`src/rtl/regfile_arb_pkg.sv`:
```
// Shared widths, source encoding and slot record for the register-file write arbiter.
// Widths live here so every file of the arbiter agrees on them.
package regfile_arb_pkg;

    localparam int ADDR_W = 3;
    localparam int DATA_W = 32;

    localparam logic SRC_ID  = 1'b0;
    localparam logic SRC_ALU = 1'b1;

    typedef struct packed {
        logic              full;
        logic [ADDR_W-1:0] addr;
        logic [DATA_W-1:0] data;
    } slot_t;

endpackage

```
`src/rtl/regfile_arb_slot.sv`:
```
// One-entry write buffer with valid/ready intake and a read-address compare.
// A grant and a reload may land on the same edge; the reload wins.
module regfile_arb_slot
    import regfile_arb_pkg::*;
(
    input  logic              clk,
    input  logic              rst,
    input  logic              valid_i,
    input  logic [ADDR_W-1:0] addr_i,
    input  logic [DATA_W-1:0] data_i,
    input  logic              grant_i,
    input  logic [ADDR_W-1:0] cmp_addr1_i,
    input  logic [ADDR_W-1:0] cmp_addr2_i,
    output logic              ready_o,
    output logic              load_o,
    output logic              full_o,
    output logic [ADDR_W-1:0] addr_o,
    output logic [DATA_W-1:0] data_o,
    output logic              match_o
);

    slot_t slot_q, slot_d;

    assign ready_o = ~slot_q.full | grant_i;
    assign load_o  = valid_i & ready_o;

    always_comb begin
        slot_d = slot_q;
        if (load_o) begin
            slot_d.full = 1'b1;
            slot_d.addr = addr_i;
            slot_d.data = data_i;
        end else if (grant_i) begin
            slot_d.full = 1'b0;
        end
    end

    always_ff @(posedge clk) begin
        if (rst) slot_q <= '0;
        else     slot_q <= slot_d;
    end

    assign full_o  = slot_q.full;
    assign addr_o  = slot_q.addr;
    assign data_o  = slot_q.data;
    assign match_o = slot_q.full &
                     ((slot_q.addr == cmp_addr1_i) |
                      (slot_q.addr == cmp_addr2_i));

endmodule

```
`src/rtl/regfile_write_arbiter.sv`:
```
// Arbitrates ALU and ID writes onto the single register-file write port.
// Define REGFILE_ARB_HAZARD_EN to enable read-after-write hazard reporting.
module regfile_write_arbiter
    import regfile_arb_pkg::*;
(
    input  logic              clk,
    input  logic              rst,
    input  logic              alu_valid,
    output logic              alu_ready,
    input  logic [ADDR_W-1:0] alu_addr,
    input  logic [DATA_W-1:0] alu_data,
    input  logic              id_valid,
    output logic              id_ready,
    input  logic [ADDR_W-1:0] id_addr,
    input  logic [DATA_W-1:0] id_data,
    output logic [ADDR_W-1:0] write_addr,
    output logic [DATA_W-1:0] write_value_alu,
    output logic [DATA_W-1:0] write_value_id,
    output logic              write_data_sel,
    output logic              write_enable,
    input  logic [ADDR_W-1:0] read_addr1,
    input  logic [ADDR_W-1:0] read_addr2,
    output logic              hazard,
    output logic              busy
);

    logic              alu_grant, id_grant;
    logic              alu_load, id_load;
    logic              alu_full, id_full;
    logic              alu_match, id_match;
    logic [ADDR_W-1:0] alu_qaddr, id_qaddr;
    logic [DATA_W-1:0] alu_qdata, id_qdata;

    logic              older_q, older_d;
    logic              we_q, we_d;
    logic              sel_q, sel_d;
    logic [ADDR_W-1:0] waddr_q, waddr_d;
    logic [DATA_W-1:0] valu_q, valu_d;
    logic [DATA_W-1:0] vid_q, vid_d;

    regfile_arb_slot u_alu_slot (
        .clk         (clk),
        .rst         (rst),
        .valid_i     (alu_valid),
        .addr_i      (alu_addr),
        .data_i      (alu_data),
        .grant_i     (alu_grant),
        .cmp_addr1_i (read_addr1),
        .cmp_addr2_i (read_addr2),
        .ready_o     (alu_ready),
        .load_o      (alu_load),
        .full_o      (alu_full),
        .addr_o      (alu_qaddr),
        .data_o      (alu_qdata),
        .match_o     (alu_match)
    );

    regfile_arb_slot u_id_slot (
        .clk         (clk),
        .rst         (rst),
        .valid_i     (id_valid),
        .addr_i      (id_addr),
        .data_i      (id_data),
        .grant_i     (id_grant),
        .cmp_addr1_i (read_addr1),
        .cmp_addr2_i (read_addr2),
        .ready_o     (id_ready),
        .load_o      (id_load),
        .full_o      (id_full),
        .addr_o      (id_qaddr),
        .data_o      (id_qdata),
        .match_o     (id_match)
    );

    assign alu_grant = alu_full & (~id_full | (older_q == SRC_ALU));
    assign id_grant  = id_full & ~alu_grant;

    // Age follows whichever slot stays full while the other one loads.
    always_comb begin
        older_d = older_q;
        if (alu_load && id_load) begin
            older_d = SRC_ID;
        end else if (alu_load) begin
            older_d = (id_full & ~id_grant) ? SRC_ID : SRC_ALU;
        end else if (id_load) begin
            older_d = (alu_full & ~alu_grant) ? SRC_ALU : SRC_ID;
        end
    end

    always_comb begin
        we_d    = alu_grant | id_grant;
        sel_d   = sel_q;
        waddr_d = waddr_q;
        valu_d  = valu_q;
        vid_d   = vid_q;
        if (alu_grant) begin
            sel_d   = SRC_ALU;
            waddr_d = alu_qaddr;
            valu_d  = alu_qdata;
        end else if (id_grant) begin
            sel_d   = SRC_ID;
            waddr_d = id_qaddr;
            vid_d   = id_qdata;
        end
    end

    always_ff @(posedge clk) begin
        if (rst) begin
            older_q <= SRC_ID;
            we_q    <= 1'b0;
            sel_q   <= SRC_ID;
            waddr_q <= '0;
            valu_q  <= '0;
            vid_q   <= '0;
        end else begin
            older_q <= older_d;
            we_q    <= we_d;
            sel_q   <= sel_d;
            waddr_q <= waddr_d;
            valu_q  <= valu_d;
            vid_q   <= vid_d;
        end
    end

    assign write_enable    = we_q;
    assign write_addr      = waddr_q;
    assign write_data_sel  = sel_q;
    assign write_value_alu = valu_q;
    assign write_value_id  = vid_q;
    assign busy            = alu_full | id_full | we_q;

`ifdef REGFILE_ARB_HAZARD_EN
    // The write in flight is not yet visible to combinational reads.
    assign hazard = alu_match | id_match |
                    (we_q & ((waddr_q == read_addr1) |
                             (waddr_q == read_addr2)));
`else
    logic unused_match;
    assign unused_match = alu_match ^ id_match;
    assign hazard       = 1'b0;
`endif

endmodule

```
`config.mk`:
```
export PLATFORM = sky130hd
export DESIGN_NAME = regfile_write_arbiter
export DESIGN_NICKNAME = d
export VERILOG_FILES = /design/src/rtl/regfile_arb_pkg.sv /design/src/rtl/regfile_arb_slot.sv /design/src/rtl/regfile_write_arbiter.sv
export SDC_FILE = /design/constraint.sdc
export NUM_CORES = 1
export LEC_CHECK = 0
export CAP_MARGIN = 30
export CELL_PAD_IN_SITES_DETAIL_PLACEMENT = 0
export CELL_PAD_IN_SITES_GLOBAL_PLACEMENT = 1
export CORE_MARGIN = 5
export CORE_UTILIZATION = 38
export DETAILED_ROUTE_END_ITERATION = 12
export MAX_ROUTING_LAYER = met4
export PLACE_DENSITY_LB_ADDON = 0.15
export SLEW_MARGIN = 20
export SYNTH_ARGS = -nofsm -noshare
export SYNTH_HDL_FRONTEND = slang
export SYNTH_HIERARCHICAL = 1
export SYNTH_SLANG_ARGS = --single-unit
export TNS_END_PERCENT = 100
```
`constraint.sdc`:
```
create_clock -name clk -period 5.75 [get_ports clk]
set_input_delay 0.8625 -clock clk [delete_from_list [all_inputs] [get_ports clk]]
set_output_delay 0.8625 -clock clk [all_outputs]
set_load 0.1 [all_outputs]
```
; Word-level counts from Yosys, hierarchy flattened
; Index checks and enable logic that the tools add are counted.
[totals]
register_bits = 142
latchBits = 0
ramBits = 0
mem_bits_ro = 0
inputBits = 80
output_inout_bits = 73
wordCells = 46
mem_count = 0
[op_classes]
add_sub_neg = 0
multipliers = 0
div_mod_pow = 0
order_cmp = 0
eq_ne = 0
shifts = 0
muxes = 11
n_bitwise = 16
reduce_logical = 7
[op_table]
columns = operator, n
row1 = two-way mux 1 bit, 9
row2 = nonzero test 2 bit, 4
row3 = bitwise AND 1 bit, 6
row4 = two-way mux 3 bit, 2
row5 = OR 1 bit, 6
row6 = NOT 1 bit, 4
row7 = AND reduction 2 bit, 1
row8 = OR reduction 2 bit, 1
row9 = logical AND 1 bit, 1

; Longest topological paths before layout
[logic_depth]
word_depth = 9
ltp_mapped = 12
ltp_nobuf = 8

; By module
; The synthesis kept the hierarchy.
[modules_own_cells]
columns = module, instances, cells_each, area_per_inst_um2, seq_area_each_um2
row1 = regfile_arb_slot, 2, 173, 1488.9, 720.7
row2 = regfile_write_arbiter, 1, 324, 2635.0, 1401.3

; Least setup slack after synthesis
; Ideal clock, no wire load.
[synth_path]
path_type = flip-flop to output port
startpoint = register we_q (netlist: write_enable)
endpoint = output busy
arrival_time_ps = 1732
setup_slack_ps = 3156
path_stages_with_launch = 2
path_cell_list = dfxtp_1 -> or3_1
[synth_between]
elab_chain_cells = 1
[synth_lines]
columns = element, line_no
row1 = "start, declared", regfile_write_arbiter.sv:35  ; logic we_q, we_d;
row2 = "start signal, assigned", regfile_write_arbiter.sv:117  ; we_q <= we_d;
row3 = OR 1 bit, regfile_write_arbiter.sv:130  ; assign busy = alu_full | id_full | we_q;
row4 = "end, declared", regfile_write_arbiter.sv:24  ; output logic busy
; Every way passes these cells.

; Worst setup path in the final report
[layout_path]
startpoint = register u_id_slot.slot_q, in the netlist u_id_slot/full_o
endpoint = output alu_ready
[layout_between]
elab_chain_cells = 4
[layout_lines]
columns = element, line_no
row1 = "start, declared", regfile_arb_slot.sv:22  ; slot_t slot_q, slot_d;
row2 = "start signal, assigned", regfile_arb_slot.sv:40  ; else slot_q <= slot_d;
row3 = NOT 1 bit, regfile_write_arbiter.sv:75  ; assign alu_grant = alu_full & (~id_full | (older_q == SRC_ALU));
row4 = OR 1 bit, regfile_write_arbiter.sv:75
row5 = bitwise AND 1 bit, regfile_write_arbiter.sv:75
row6 = named net alu_grant, regfile_write_arbiter.sv:27  ; logic alu_grant, id_grant;
row7 = OR 1 bit, regfile_arb_slot.sv:24  ; assign ready_o = ~slot_q.full | grant_i;
row8 = "end, declared", regfile_write_arbiter.sv:9  ; output logic alu_ready,
; The timed path passes the listed nets, and every way through them passes these cells.

==> impl_results.md <==
* Status: finished clean
* GRT overflow at 0
* Slew margin rel. at 0.305
* Cells after Synth at approximately 650
* Seq pwr share at 0.419
* Syn Nets at 732
* First-pass GRT wire length at about 24 mm
* Finished Layout Cells at between 900 and 1k
* Num CTS Buffers at 17
* Final Hold Viols at 0
* Initial Utilization at 0.391
* GRT Total Usage at 0.188
* Fraction of layout cells with a size suffix above 1 at 0.0623
* # DRC at 0
* WL/cell at 16.3 um
* Net Sw Power at 0.673 mW
* Top Ports at 153
* Placer Congestion at 0.752
* Mapped Area at 5480 sq um
* Post-CTS Setup Bufs at 0
* Fmax at roughly 220 MHz
* Setup TNS at 0 ns
* CP max FO at 37
* Resize count post-CTS at 0
* Vias at between 5k and 6k
* Power density over the cells at between 300 and 400 nW/um^2
* Core area at 14,000 sq um
* Required time worst endpoint at 4.89 ns
* Avg Inst Size Synth at 8.40 sq um
* Layout area overhead at 36.0%
* Final Instance Area at 7450 sq um
* Pin count of the biggest net entering global routing at 93
* Type of origin of the critical path: register
* Final Max Slew Viols at 0
* Crit path DAT at 3.65 ns
* DP Cell Count at 918
* H-Tree Depth at 4
* Clk sink count at 142
* Antenna violations before repair at 0
* Clk_lat worst skew at 0.41 ns
* N_diodes at 0
* Power Internal at 1.84 mW
* Die Y at ~130 um
* Max Cap Viol at 0
* Area post-placement at 6830 sq um
* Clk root buf: clkbuf_16
* Setup-failing EPs final at 0
* Total number of yosys warnings at 6
* Final period util at 0.785
* Max clock buf depth at 2
* Tmin final at 4.51 ns
* Final ANT Viol Nets at 0
* Cts hold-fix bufs at 0
* Hold Crit Class: register to register
* Clock-pin transition on the worst setup and hold timing paths at 0.05 ns
* Vias per cell at around 5.3
* WS Path Type: register to output port
* Leak at between 2 and 3 nW
* Clock power frac at 0.429
* Slew @ Worst Pin at 1.04 ns
* Initial DRC count at 376
* Die width at 130 um
* DPL Wire Length at 9.41 mm
* Worst vdd ir at 0.000197 V
* Number of global-route vias before repair at around 4.9k
* Clock skew at 0.00790 ns
* Row count at 43
* Reg-to-reg slack, setup at 2.59 ns
* Final wirelength at between 15 and 20 mm
* Gate power share at 0.152
* Switching Share at 0.267
* Die area at 16,900 sq um
* RSZ-0062 raised after global routing: no
* Min Hold Slack at 0.446 ns
* Port Buffer Count at 145
* Final #Nets at 838
* Pre-antenna DRT Iters at 4
* Tot Pwr at approximately 2.5 mW
* Setup crit end kind: output port
* CTS tree: built
-- through the flow --
stage / utilization / setup WS (ns)
2_1_floorplan: - / 3.16
3_3_place_gp: 0.484 / 1.69
3_5_place_dp: 0.488 / 1.66
4_1_cts: 0.531 / 1.20
5_1_grt: 0.532 / 1.01
6_report: 0.532 / 1.24
-- area by class of cell --
class,count,area [sq um]
multi-input combinational,431,2140
tap,180,225
timing repair buffer,155,1590
clock buffer,26,509
sequential,142,2840
clock inverter,6,80.1
fill,1355,6540
inverter,11,57.6
-- sequential cells by signal, indices dropped and copies added (netlist names) --
signal / cells
write_addr: 3
write_data_sel: 1
write_enable: 1
u_id_slot/full_o: 1
write_value_alu: 32
u_alu_slot/data_o: 32
write_value_id: 32
older_q: 1
u_id_slot/data_o: 32
u_alu_slot/full_o: 1
u_id_slot/addr_o: 3
u_alu_slot/addr_o: 3
-- power groups by stage --
stage / combinational, mW / sequential (mW) / clock (mW)
finish: 0.383 / 1.05 / 1.08
global route: 0.407 / 1.06 / 1.15
CTS: 0.381 / 1.06 / 1.11
detailed placement: 0.379 / 1.08 / 0
global placement: 0.372 / 1.07 / 0
floorplan: 0.172 / 1.17 / 0
-- path summary, 6_finish.rpt --
path	end	start	cells after the start
max	alu_ready	u_id_slot/full_o	7
min	write_value_id[11]	u_id_slot/data_o[11]	2
max reg2reg	u_id_slot/data_o[26]	u_id_slot/full_o	7
min reg2reg	write_value_id[11]	u_id_slot/data_o[11]	2
-- layout by cell type (no fill, tap or decap), drive strengths merged, types with 4 or more instances in the layout --
master / count
clkbuf: 26
nor2: 4
a21oi: 138
o21ai: 102
dfxtp: 142
inv: 10
nand2: 65
nand3: 102
clkdlybuf4s50: 143
buf: 12
clkinv: 5
-- critical path, cell delays in order (launching register included) --
cell             delay [ns]
dfxtp_1                0.55
nand2b_1               0.09
buf_4                  0.27
nand2_1                0.20
inv_1                  0.09
nor2b_4                0.73
inv_8                  0.22
clkdlybuf4s50_1        1.05
-- metal layers --
layer | up-vias | GRT usage | share of wire
li1 | 2485 | - | -
met1 | 2434 | 0.233 | 0.43
met2 | 152 | 0.292 | 0.49
met3 | 13 | 0.0553 | 0.065
met4 | 0 | 0.0623 | 0.015
met5 | - | - | 0
Power figures use the tool's default switching activity.
